**config.mk**
```make
export PLATFORM = sky130hd
export DESIGN_NAME = alu_reserve_station
export DESIGN_NICKNAME = d
export VERILOG_FILES = /design/src/rtl/alu_reserve_station.sv
export SDC_FILE = /design/constraint.sdc
export NUM_CORES = 1
export LEC_CHECK = 0
export CAP_MARGIN = 20
export CORE_MARGIN = 10
export CORE_UTILIZATION = 53
export CTS_BUF_LIST = sky130_fd_sc_hd__clkbuf_4 sky130_fd_sc_hd__clkbuf_8
export DETAILED_ROUTE_END_ITERATION = 16
export PLACE_DENSITY_LB_ADDON = 0.1
export SYNTH_ARGS = -nofsm -noshare
export SYNTH_HDL_FRONTEND = slang
export SYNTH_SLANG_ARGS = --single-unit
export TNS_END_PERCENT = 100
```
**constraint.sdc**
```tcl
create_clock -name clk -period 5.45 [get_ports clk]
set_input_delay 1.635 -clock clk [delete_from_list [all_inputs] [get_ports clk]]
set_output_delay 1.635 -clock clk [all_outputs]
set_load 0.02 [all_outputs]
```
**src/rtl/alu_reserve_station.sv**
```systemverilog
// ALU reservation station: holds dispatched ALU ops, snoops the CDB for missing
// operands and issues the oldest fully-ready entry under a valid/ack handshake.

package alu_rs_pkg;
    localparam int RS_ENTRIES = 4;
    localparam int ROB_SIZE   = 16;

    typedef logic [$clog2(RS_ENTRIES)-1:0] rs_index_t;
    typedef logic [$clog2(ROB_SIZE)-1:0]   rob_index_t;
    typedef logic [3:0]                    alu_op_t;

    typedef struct packed {
        logic                   busy;
        rs_index_t              index;
        alu_op_t                op;
        rob_index_t             reorder;
        logic [1:0][31:0]       operand;
        logic [1:0]             operand_ready;
        rob_index_t [1:0]       operand_addr;
    } reserve_station_t;
endpackage

module alu_reserve_station
    import alu_rs_pkg::*;
#(
    // Must match alu_rs_pkg::RS_ENTRIES, which sizes rs_index_t.
    parameter int RS_SIZE   = RS_ENTRIES,
    parameter int CDB_PORTS = 2
) (
    input  logic                            clk,
    input  logic                            rst,
    input  logic                            flush,
    output logic                            ready,
    output rs_index_t                       free_index,
    input  logic                            taken,
    input  reserve_station_t                rs_in,
    input  logic [CDB_PORTS-1:0]            cdb_valid,
    input  rob_index_t [CDB_PORTS-1:0]      cdb_reorder,
    input  logic [CDB_PORTS-1:0][31:0]      cdb_value,
    output logic                            issue_valid,
    output reserve_station_t                issue_entry,
    input  logic                            issue_ack
);

    logic [RS_SIZE-1:0]              busy_q, busy_d;
    reserve_station_t                entry_q [RS_SIZE];
    reserve_station_t                entry_d [RS_SIZE];
    // older_q[i][j] = 1 when entry i was dispatched before entry j.
    logic [RS_SIZE-1:0][RS_SIZE-1:0] older_q, older_d;

    logic [RS_SIZE-1:0] candidate;
    logic [RS_SIZE-1:0] select;
    logic [RS_SIZE-1:0] issue_clr;
    logic [RS_SIZE-1:0] busy_after_issue;
    logic               wr_en;
    rs_index_t          wr_idx;

    // Capture any not-yet-ready operand from the CDB; the loop runs from the
    // highest port down so the lowest matching port is the final assignment.
    function automatic reserve_station_t snoop(input reserve_station_t e);
        reserve_station_t r;
        r = e;
        for (int k = 0; k < 2; k++) begin
            if (!e.operand_ready[k]) begin
                for (int p = CDB_PORTS - 1; p >= 0; p--) begin
                    if (cdb_valid[p] && (cdb_reorder[p] == e.operand_addr[k])) begin
                        r.operand[k]       = cdb_value[p];
                        r.operand_ready[k] = 1'b1;
                    end
                end
            end
        end
        return r;
    endfunction

    // Free-slot report: lowest non-busy slot, 0 when full.
    always_comb begin
        free_index = '0;
        for (int i = RS_SIZE - 1; i >= 0; i--) begin
            if (!busy_q[i]) begin
                free_index = rs_index_t'(i);
            end
        end
    end

    assign ready = ~(&busy_q);

    // Select the oldest candidate: a candidate is picked when no other
    // candidate is marked older than it in the age matrix.
    for (genvar gi = 0; gi < RS_SIZE; gi++) begin : g_sel
        logic [RS_SIZE-1:0] older_col;
        for (genvar gj = 0; gj < RS_SIZE; gj++) begin : g_col
            assign older_col[gj] = older_q[gj][gi];
        end
        assign candidate[gi] = busy_q[gi] & (&entry_q[gi].operand_ready);
        assign select[gi]    = candidate[gi] & ~(|(candidate & older_col));
    end

    assign issue_valid      = |candidate;
    assign issue_clr        = select & {RS_SIZE{issue_valid & issue_ack}};
    assign busy_after_issue = busy_q & ~issue_clr;

    // Output mux over the one-hot selection; zero when nothing is selectable.
    always_comb begin
        issue_entry = '0;
        for (int i = 0; i < RS_SIZE; i++) begin
            if (select[i]) begin
                issue_entry = entry_q[i];
            end
        end
    end

    // A write into an occupied slot is dropped rather than clobbering it.
    assign wr_idx = rs_in.index;
    assign wr_en  = taken & rs_in.busy & ~flush & ~rst & ~busy_q[wr_idx];

    // Per-entry payload next state: new dispatch (with bypass) or wakeup.
    for (genvar gi = 0; gi < RS_SIZE; gi++) begin : g_entry
        assign entry_d[gi] = (wr_en && (wr_idx == rs_index_t'(gi))) ? snoop(rs_in) :
                             (busy_q[gi] ? snoop(entry_q[gi]) : entry_q[gi]);
    end

    // Occupancy and age-matrix next state; flush discards everything.
    always_comb begin
        busy_d  = busy_after_issue;
        older_d = older_q;
        if (wr_en) begin
            busy_d[wr_idx] = 1'b1;
            for (int j = 0; j < RS_SIZE; j++) begin
                older_d[wr_idx][j] = 1'b0;
            end
            for (int j = 0; j < RS_SIZE; j++) begin
                older_d[j][wr_idx] = busy_after_issue[j];
            end
        end
        if (flush) begin
            busy_d  = '0;
            older_d = '0;
        end
    end

    // Control state registers with synchronous reset.
    always_ff @(posedge clk) begin
        if (rst) begin
            busy_q  <= '0;
            older_q <= '0;
        end else begin
            busy_q  <= busy_d;
            older_q <= older_d;
        end
    end

    // Payload registers; contents are qualified by busy_q so need no reset.
    always_ff @(posedge clk) begin
        for (int i = 0; i < RS_SIZE; i++) begin
            entry_q[i] <= entry_d[i];
        end
    end

    // Dispatcher must only target a free slot.
    a_no_overwrite: assert property (@(posedge clk) disable iff (rst || flush)
        !(taken && rs_in.busy && busy_q[rs_in.index]));

endmodule

```
-- Word level (Yosys, flattened, before mapping)
Memory sizes are Yosys's and may differ from the RTL's.
Index checks and enable logic that the tools add are counted.
- $lt $le $gt $ge: 2
- equality and inequality tests: 23
- mux-type cells: 93
- bitwise operators: 37
- reductions and logical operators: 37
- operator list (cell ; count):
    $mux W32 ; 30
    $mux W85 ; 8
    $mux W74 ; 4
    $eq A4 B4 Y1 ; 20
    $and A16 B16 Y16 ; 4
    $not A16 Y16 ; 4
    $mux W1 ; 33
    $demux W4 S2 ; 4
    $logic_and A1 B1 Y1 ; 25
    $and A4 B4 Y4 ; 6
    $reduce_or A4 Y1 ; 5
    $bwmux W4 ; 4
    $and A1 B1 Y1 ; 13
    $mux W2 ; 5
    $mux W4 ; 2
    $not A1 Y1 ; 8
    $reduce_and A2 Y1 ; 4
    $eq A2 B2 Y1 const B ; 2
    $not A4 Y4 ; 1
    $or A4 B4 Y4 ; 1
    $reduce_and A4 Y1 ; 1
    $lt A2 B3 Y1 const B ; 1
    $mux W3 ; 1
    $bmux W1 S2 ; 1
    5 further kinds ; 5
- register bits: 20
- RAM bits: 340
- input bits: 164
- output and inout bits: 89
- word-level logic and storage cells: 198
- memories: 1
- memory list (memory ; depth ; width ; read ports ; clocked after memory_dff ; write ports ; line ; text):
    entry_q ; 4 ; 85 ; 4 ; 0 ; 4 ; 46 ; reserve_station_t entry_q [RS_SIZE];

-- Logic depth before layout (Yosys ltp)
Gate-level depths: netlist of run 1.
- depth after elaboration: 11
- depth in mapped cells: 9
- depth with buffers taken out: 6

-- Least setup slack after synthesis of run 1
Ideal clock, no wire load.
- path kind: input-to-reg
- from: in cdb_reorder[1] (netlist bit)
- to: mem entry_q[3][42] (netlist bit), enable pin
- library setup time: 0.466 ns
- data arrival time: 5.067 ns
- required time: 4.984 ns
- slack: -0.082 ns
- stages on the path: 8
- path buffers: 3
- cell sequence: buf_6 inv_4 a22o_1 nor4_1 buf_2 buf_2 a31oi_1 o21ai_0
- RTL lines (what ; line ; text):
    from (decl) ; 38 ; input rob_index_t [CDB_PORTS-1:0] cdb_reorder,
    to (decl) ; 46 ;

==> impl_results.md, run 1 <==
* Outcome: finished clean
* Net Count, Synth at 2145
* Largest fanout on the critical path at 54
* Synth warnings at 0
* Main synth FF type: edfxtp_1
* Worst Path Class, Setup: reg2out
* Sum of negative setup slack at 0 ns
* WHS Path Cells at 2
* Max IR drop VDD at 0.182 mV
* Seq pwr share at 0.493
* Clk_skew at 0.0170 ns
* Area growth from synthesis to layout at 20.0%
* Die H at 221 microns
* Switching power share of the total at 0.245
* Relative slew slack at 0.329
* Maxcap violations at 0
* Avg Cell Area, Syn at 10.8 sq um
* CTS tree: yes
* Chip Width at 221 microns
* Max Slew Vio Count at 0
* Fmax at 188 MHz
* Post-Place Worst Slack at 0.765 ns
* Post-Syn Area at 21400 sq um
* DR WL/cell at 27.3 microns
* Deepest level of the CTS H-tree at 2
* Gr usage total at 0.296
* Ratio of cells with drive above 1 in the final layout at 0.120
* Fin worst setup slack at 0.144 ns
* Hold_buf cts at 0
* Hold_sp: g_sel[2].older_col[1]$_SDFFE_PP0P_
* WL final at 73.7 mm
* Post-DRT Antenna Nets at 0
* Internal power at 4.70 mW
* FFs w/ async S/R, synth at 0
* First-pass GRT wire length at 110 mm
* Crit-path cells: nand4_1 > nand4_1 > buf_4 > o22ai_1 > nor2_1 > clkdlybuf4s50_1
* Vias in the first global route at 17734
* Fillers at 3152
* CP max-delay cell: buf_4
* Clk buf depth at 3
* Skew-Pair Late Insertion Delay at 0.67 ns
* Finished layout cell area at 25600 sq um
* Placement row count at 73
* Placement Cell Area at 24400 sq um
* Clock power share at 0.388
* Clock transition at path regs at 0.07 ns
* Dpl hpwl at 43.5 mm
* Drt pass-1 iters at 6
* R2R Setup Slk at 2.86 ns
* CP most frequent cell: nand4_1
* Power Total at 6.22 mW
* Launch point of the worst reg-to-reg path: busy_q[2]$_SDFF_PP0_
* Crit-path max cell delay at 0.75 ns
* Initial antenna violation count at 3
* PD cells at 243 nW/um^2
* Req. time, crit path at 3.82 ns
* Final Util at 0.643
* CTS Buf Count at 59
* Leakage power total at 8.01 nW
* PortBufs at 252
* Reg2Reg Depth at 7
* Hold EP: g_sel[2].older_col[1]$_SDFFE_PP0P_
* Post-route DRC at 0
* R2R Path End: entry_q[2][11]$_DFFE_PP_
* RePlAce Congestion at 0.922
* Starting Density at 0.536
* Top-Level Pins at 253
* Core Area at 39800 sq um
* Pin count of the biggest net entering global routing at 84
* Synthesis-stage register bit count at 360
* Vias per cell at 6.68
* Post-CTS setup buffer count at 0
* Least-Margin Pin Slew at 1.01 ns
* NetSw at 1.53 mW
* Final cycle utilization of the critical path at 0.974
* Setup crit start kind: register
* Gate Count Post-Synth at 1981
* Hold Violations, Final at 0
* Post-CTS sizing at 0
* Setup violators final at 0
* Fin nets at 2285
* Post-synthesis sequential area ratio at 0.497
* Combinational Power Share at 0.119
* Via count at 18020
* Initial DRC Count at 1836
* HP Class: reg2reg
* Root Driver: clkbuf_8
* Total global routing overflow at 0
* Post-synth cell types at 56
* Min Tclk post-route at 5.31 ns
* Critical path endpoint category: primary output
* RSZ-0062 raised after global routing: no
* Worst EP arrival at 3.67 ns
* Die area at 48700 sq um
* Clock sink total at 360
* EDFF count, synth at 340
-- synth_stat cells, types with 4 or more instances --
master	count	share of area
and3_1	21	0.0062
nor4_1	8	0.0023
buf_2	61	0.014
buf_4	9	0.0032
a21oi_1	242	0.057
inv_2	4	0.00070
nand2_1	20	0.0035
a211oi_1	257	0.090
o21ai_0	12	0.0028
nor3_1	10	0.0023
xnor2_1	19	0.0078
nor2_1	113	0.020
a31oi_1	8	0.0023
buf_1	6	0.0011
buf_6	9	0.0047
a21oi_2	20	0.0082
nand2b_1	21	0.0062
a22oi_1	8	0.0028
xor2_1	53	0.022
a221oi_1	83	0.034
and3_4	14	0.0074
dfxtp_1	20	0.019
nor2b_1	236	0.069
nand4_1	16	0.0047
inv_1	6	0.0011
a221oi_4	30	0.037
clkbuf_1	147	0.026
edfxtp_1	340	0.48
o22ai_1	84	0.025
a222oi_1	34	0.016
a2bb2oi_1	9	0.0037
nand3_1	10	0.0023
and2b_1	23	0.0081
-- cell usage in the layout, fill, tap and decap left out, types with 20 or more instances in the layout --
cell type        synthesis  layout
edfxtp_1               340     340
a211oi_1               257     257
clkdlybuf4s50_1          0     252
a21oi_1                242     242
nor2b_1                236     236
nor2_1                 113     110
o22ai_1                 84      84
a221oi_1                83      83
clkbuf_8                 0      63
xor2_1                  53      53
buf_4                    9      37
a222oi_1                34      34
a221oi_4                30      30
clkbuf_4                 0      27
and2b_1                 23      23
buf_12                   0      22
and3_1                  21      21
nand2b_1                21      20
a21oi_2                 20      20
dfxtp_1                 20      20
-- critical path, delay by kind of cell, from the launching register on --
| family | cells | cell delay, ns |
|---|---|---|
| buffers and inverters | 2 | 1.43 |
| and+or+nand+nor | 3 | 0.78 |
| DFF | 1 | 0.58 |
| AOI/OAI and AO/OA | 1 | 0.19 |
-- power groups by stage --
stage / clock (mW) / combinational [mW] / sequential, mW
after floorplan: 0 / 0.452 / 3.12
after global placement: 0 / 0.712 / 3.12
after detailed placement: 0 / 0.729 / 3.12
after CTS: 2.43 / 0.733 / 3.07
after global routing: 2.54 / 0.804 / 3.07
final: 2.41 / 0.743 / 3.07
-- metal layers --
metal / vias to the layer above / part of all wire / global-route usage
met1: 8678 / 0.39 / 0.385
met4: 0 / 0.036 / 0.127
met5: - / 0 / 0
met2: 1081 / 0.47 / 0.474
li1: 8071 / - / -
met3: 190 / 0.10 / 0.0560
-- cell type report --
class                           count  area (sq um)  share of cell area
Sequential cell                   360         10600               0.414
Clock inverter                     20           130             0.00508
Multi-Input combinational cell   1378          9850               0.384
Antenna cell                        3          7.51            0.000293
Clock buffer                       90          1070              0.0417
Timing Repair Buffer              311          3240               0.126
Tap cell                          525           657              0.0256
Inverter                           11          63.8             0.00249
-- cell families (layout without fill, tap and decap cells) --
logic type	count (synthesis)	in the layout	synth area share
flops	360	360	0.497
simple gates	509	509	0.140
compound gates	796	796	0.282
mux	1	1	0.000469
xor+xnor	72	72	0.0295
buf+inv	243	432	0.0512
other cells	0	3	0
-- state kept, by name, summed over array words and instances, names as in the netlist, named ones only --
name	flops
busy_q	4
entry_q	340
g_sel.older_col	12
-- through the flow --
stage                     hold WS (ns)  cells
after floorplan                  0.425   1981
after global placement           0.452   2585
after detailed placement         0.457   2585
after CTS                        0.472   2695
after global routing             0.511   2698
final                            0.472   2698
-- worst max path at each step --
stage,slack (ns),end,depth (start not counted),from
after detailed placement,0.77,entry_q[3][60]$_DFFE_PP_,7,rs_in[6]
after CTS,0.22,issue_entry[46],6,busy_q[1]$_SDFF_PP0_
after global placement,0.82,entry_q[1][58]$_DFFE_PP_,7,rs_in[6]
final,0.14,issue_entry[46],6,busy_q[1]$_SDFF_PP0_
after global routing,0.03,issue_entry[46],6,busy_q[1]$_SDFF_PP0_
after floorplan,0.78,entry_q[3][42]$_DFFE_PP_,8,cdb_reorder[1]
Power figures use the tool's default switching activity.
==> inputs of run 2 (changes only) <==
- CORE_UTILIZATION: 53 -> 50
==> run 2 against run 1 <==
Compared with the run above: clock-buffer cell count increased by 12; utilization shrank 2.9 points; clock skew grew 0.020 ns; die area grew 5.5%; largest power group unchanged; critical path type unchanged; clock power is 5% higher; wire length grew 5.0%; setup slack better by 0.028 ns.
==> impl_results.md, run 2 (synthesis results as in run 1) <==
* Maxcap violations at 0 (unchanged)
* Final cycle utilization of the critical path at 0.968 (-0.00522)
* Largest register FFs at 340 (unchanged)
* Die area at 51400 sq um (+5.5%)
* Least-Margin Pin Slew at 1.02 ns (+0.0175 ns)
* NetSw at 1.56 mW (+2.1%)
* Worst EP arrival at 3.64 ns (-0.03 ns)
* Layout Cells excl Fill at 2725 (+1.0%)
* Min Tclk post-route at 5.28 ns (-0.0284 ns)
* FF/Latch Area at 10600 sq um (unchanged)
* Reg2Reg Depth at 6 (-1)
* Switching power share of the total at 0.246 (+0.000347)
* Worst Path Class, Setup: reg2out
* Fin worst setup slack at 0.172 ns (+0.0284 ns)
* Drt pass-1 iters at 8 (+2)
* Post-Place Worst Slack at 0.636 ns (-0.129 ns)
* Commonest non-fill, non-tap cell in the layout: edfxtp_1
* Starting Density at 0.508 (-0.0283)
* R2R Setup Slk at 2.88 ns (+0.02 ns)
* Fillers at 3449 (+9.4%)
* HP Class: reg2reg
* Commonest non-fill, non-tap cells in the layout: 340 x edfxtp_1, 257 x a211oi_1, 252 x clkdlybuf4s50_1
* Deepest level of the CTS H-tree at 3 (+1)
* Post-CTS setup buffer count at 0 (unchanged)
* Fin nets at 2301 (+0.70%)
* RSZ-0062 raised after global routing: no
* First-pass GRT wire length at 116 mm (+5.6%)
* PortBufs at 252 (unchanged)
* Clk_skew at 0.0374 ns (+0.0204 ns)
* Hold_sp: g_sel[2].older_col[1]$_SDFFE_PP0P_
* WHS Path Cells at 2 (unchanged)
* Setup crit start kind: register
* Die H at 227 microns (+2.7%)
* Hold Violations, Final at 0 (unchanged)
* Area growth from synthesis to layout at 20.9%
* RePlAce Congestion at 0.902 (-2.1%)
* Launch point of the worst reg-to-reg path: entry_q[1][7]$_DFFE_PP_
* Via count at 18211 (+1.1%)
* Ratio of cells with drive above 1 in the final layout at 0.126 (+0.00570)
* Post-route DRC at 0 (unchanged)
* Seq pwr share at 0.483 (-0.010)
* Largest fanout on the critical path at 33 (-39%)
* CTS tree: yes
* Sum of negative setup slack at 0 ns (unchanged)
* Root Driver: clkbuf_8
* Vias per cell at 6.68 (about the same)
* PD cells at 246 nW/um^2 (+1.2%)
* Clock transition at path regs at 0.06 ns (about the same)
* Setup violators final at 0 (unchanged)
* Leakage power total at 8.10 nW (+1.1%)
* WL final at 77.4 mm (+5.0%)
* Clock power share at 0.398 (+0.010)
* Gr usage total at 0.298 (+0.00267)
* Placement row count at 75 (+2.7%)
* Reg with most FFs: entry_q
* Critical path endpoint category: primary output
* Dpl cells at 2608 (+0.89%)
* Fin Hold WS at 0.477 ns (+0.00562 ns)
* Dpl hpwl at 47.5 mm (+9.4%)
* Post-DRT Antenna Nets at 0 (unchanged)
* Chip Width at 227 microns (+2.7%)
* Core Area at 42000 sq um (+5.6%)
* Max Slew Vio Count at 0 (unchanged)
* Pin count of the biggest net entering global routing at 66 (-21%)
* Top-Level Pins at 253 (unchanged)
* Req. time, crit path at 3.82 ns (about the same)
* Initial DRC Count at 2156 (+17%)
* Initial antenna violation count at 3 (unchanged)
* Area of the multi-input gates at 9840 sq um (about the same)
* Max IR drop VDD at 0.149 mV (-18%)
* Relative slew slack at 0.317 (-0.0124)
* Internal power at 4.79 mW (+1.9%)
* Outcome: finished clean
* DR WL/cell at 28.4 microns (+3.9%)
* Skew-Pair Late Insertion Delay at 0.62 ns (-0.05 ns)
* Combinational Power Share at 0.119 (about the same)
* R2R Path End: entry_q[1][69]$_DFFE_PP_
* Hold EP: g_sel[2].older_col[1]$_SDFFE_PP0P_
* Fmax at 189 MHz (+0.54%)
* CTS Buf Count at 66 (+12%)
* Total global routing overflow at 0 (unchanged)
* Clk buf depth at 3 (unchanged)
* Vias in the first global route at 18118 (+2.2%)
* Clock sink total at 360 (unchanged)
## run 2: changes by cell type in the layout (fill, tap and decap cells not counted), sizes merged
cell and delta:
bufinv -1, clkbuf +12, buf +9, clkinv -7
## run 2: worst max-delay path, cell delays in order, from the launching register on
cell and delay (ns):
dfxtp_1 0.53, nand3_1 0.19, nor2_1 0.13, nand4_1 0.32, nand2b_4 0.51, buf_12 0.30, a221oi_1 0.08, nor2_1 0.30
clkdlybuf4s50_1 0.67
## run 2: worst max path at each step
stage | startpoint | end | slack [ns] | cells past startpoint
after global routing | busy_q[3]$_SDFF_PP0_ | issue_entry[46] | 0.004 | 8
after global placement | rs_in[7] | entry_q[3][49]$_DFFE_PP_ | 0.67 | 8
after CTS | busy_q[2]$_SDFF_PP0_ | issue_entry[47] | 0.19 | 6
after detailed placement | rs_in[7] | entry_q[3][49]$_DFFE_PP_ | 0.64 | 8
after floorplan | cdb_reorder[1] | entry_q[3][42]$_DFFE_PP_ | 0.78 | 8
final | busy_q[3]$_SDFF_PP0_ | issue_entry[46] | 0.17 | 8
## run 2: metrics by stage
stage	util	instance area, sq um	total power [mW]
floorplan	-	21400	3.57
global route	0.614	25800	6.56
detailed placement	0.584	24600	3.87
CTS	0.614	25800	6.36
finish	0.614	25800	6.35
global placement	0.584	24600	3.85
## run 2: power by group through the flow
| stage | combinational (mW) | sequential (mW) | clock [mW] |
|---|---|---|---|
| after CTS | 0.745 | 3.07 | 2.54 |
| after floorplan | 0.452 | 3.12 | 0 |
| final | 0.755 | 3.07 | 2.52 |
| after global placement | 0.725 | 3.12 | 0 |
| after detailed placement | 0.742 | 3.12 | 0 |
| after global routing | 0.816 | 3.07 | 2.68 |
## run 2: layout make-up
cell class              count  area share
flip-flops and latches    360       0.411
multi-input cells        1378       0.381
repair buffers            320       0.131
clock buffers             102      0.0464
well taps                 539      0.0261
clock inverters            12     0.00218
inverters                  11     0.00208
diodes                      3    0.000291
## run 2: what timing repair did
item | 4_1_cts | 5_1_grt
setup endpoints to repair | 0 | 1
hold buffers | 0 | 0
resized for setup | 0 | 1
## run 2: per-layer routing
metal  up-vias  share of wire  global-route usage
met5         -              0                   0
met4         0          0.032               0.114
met3       181          0.094              0.0544
met2      1014           0.48               0.485
met1      8911           0.39               0.388
li1       8105              -                   -
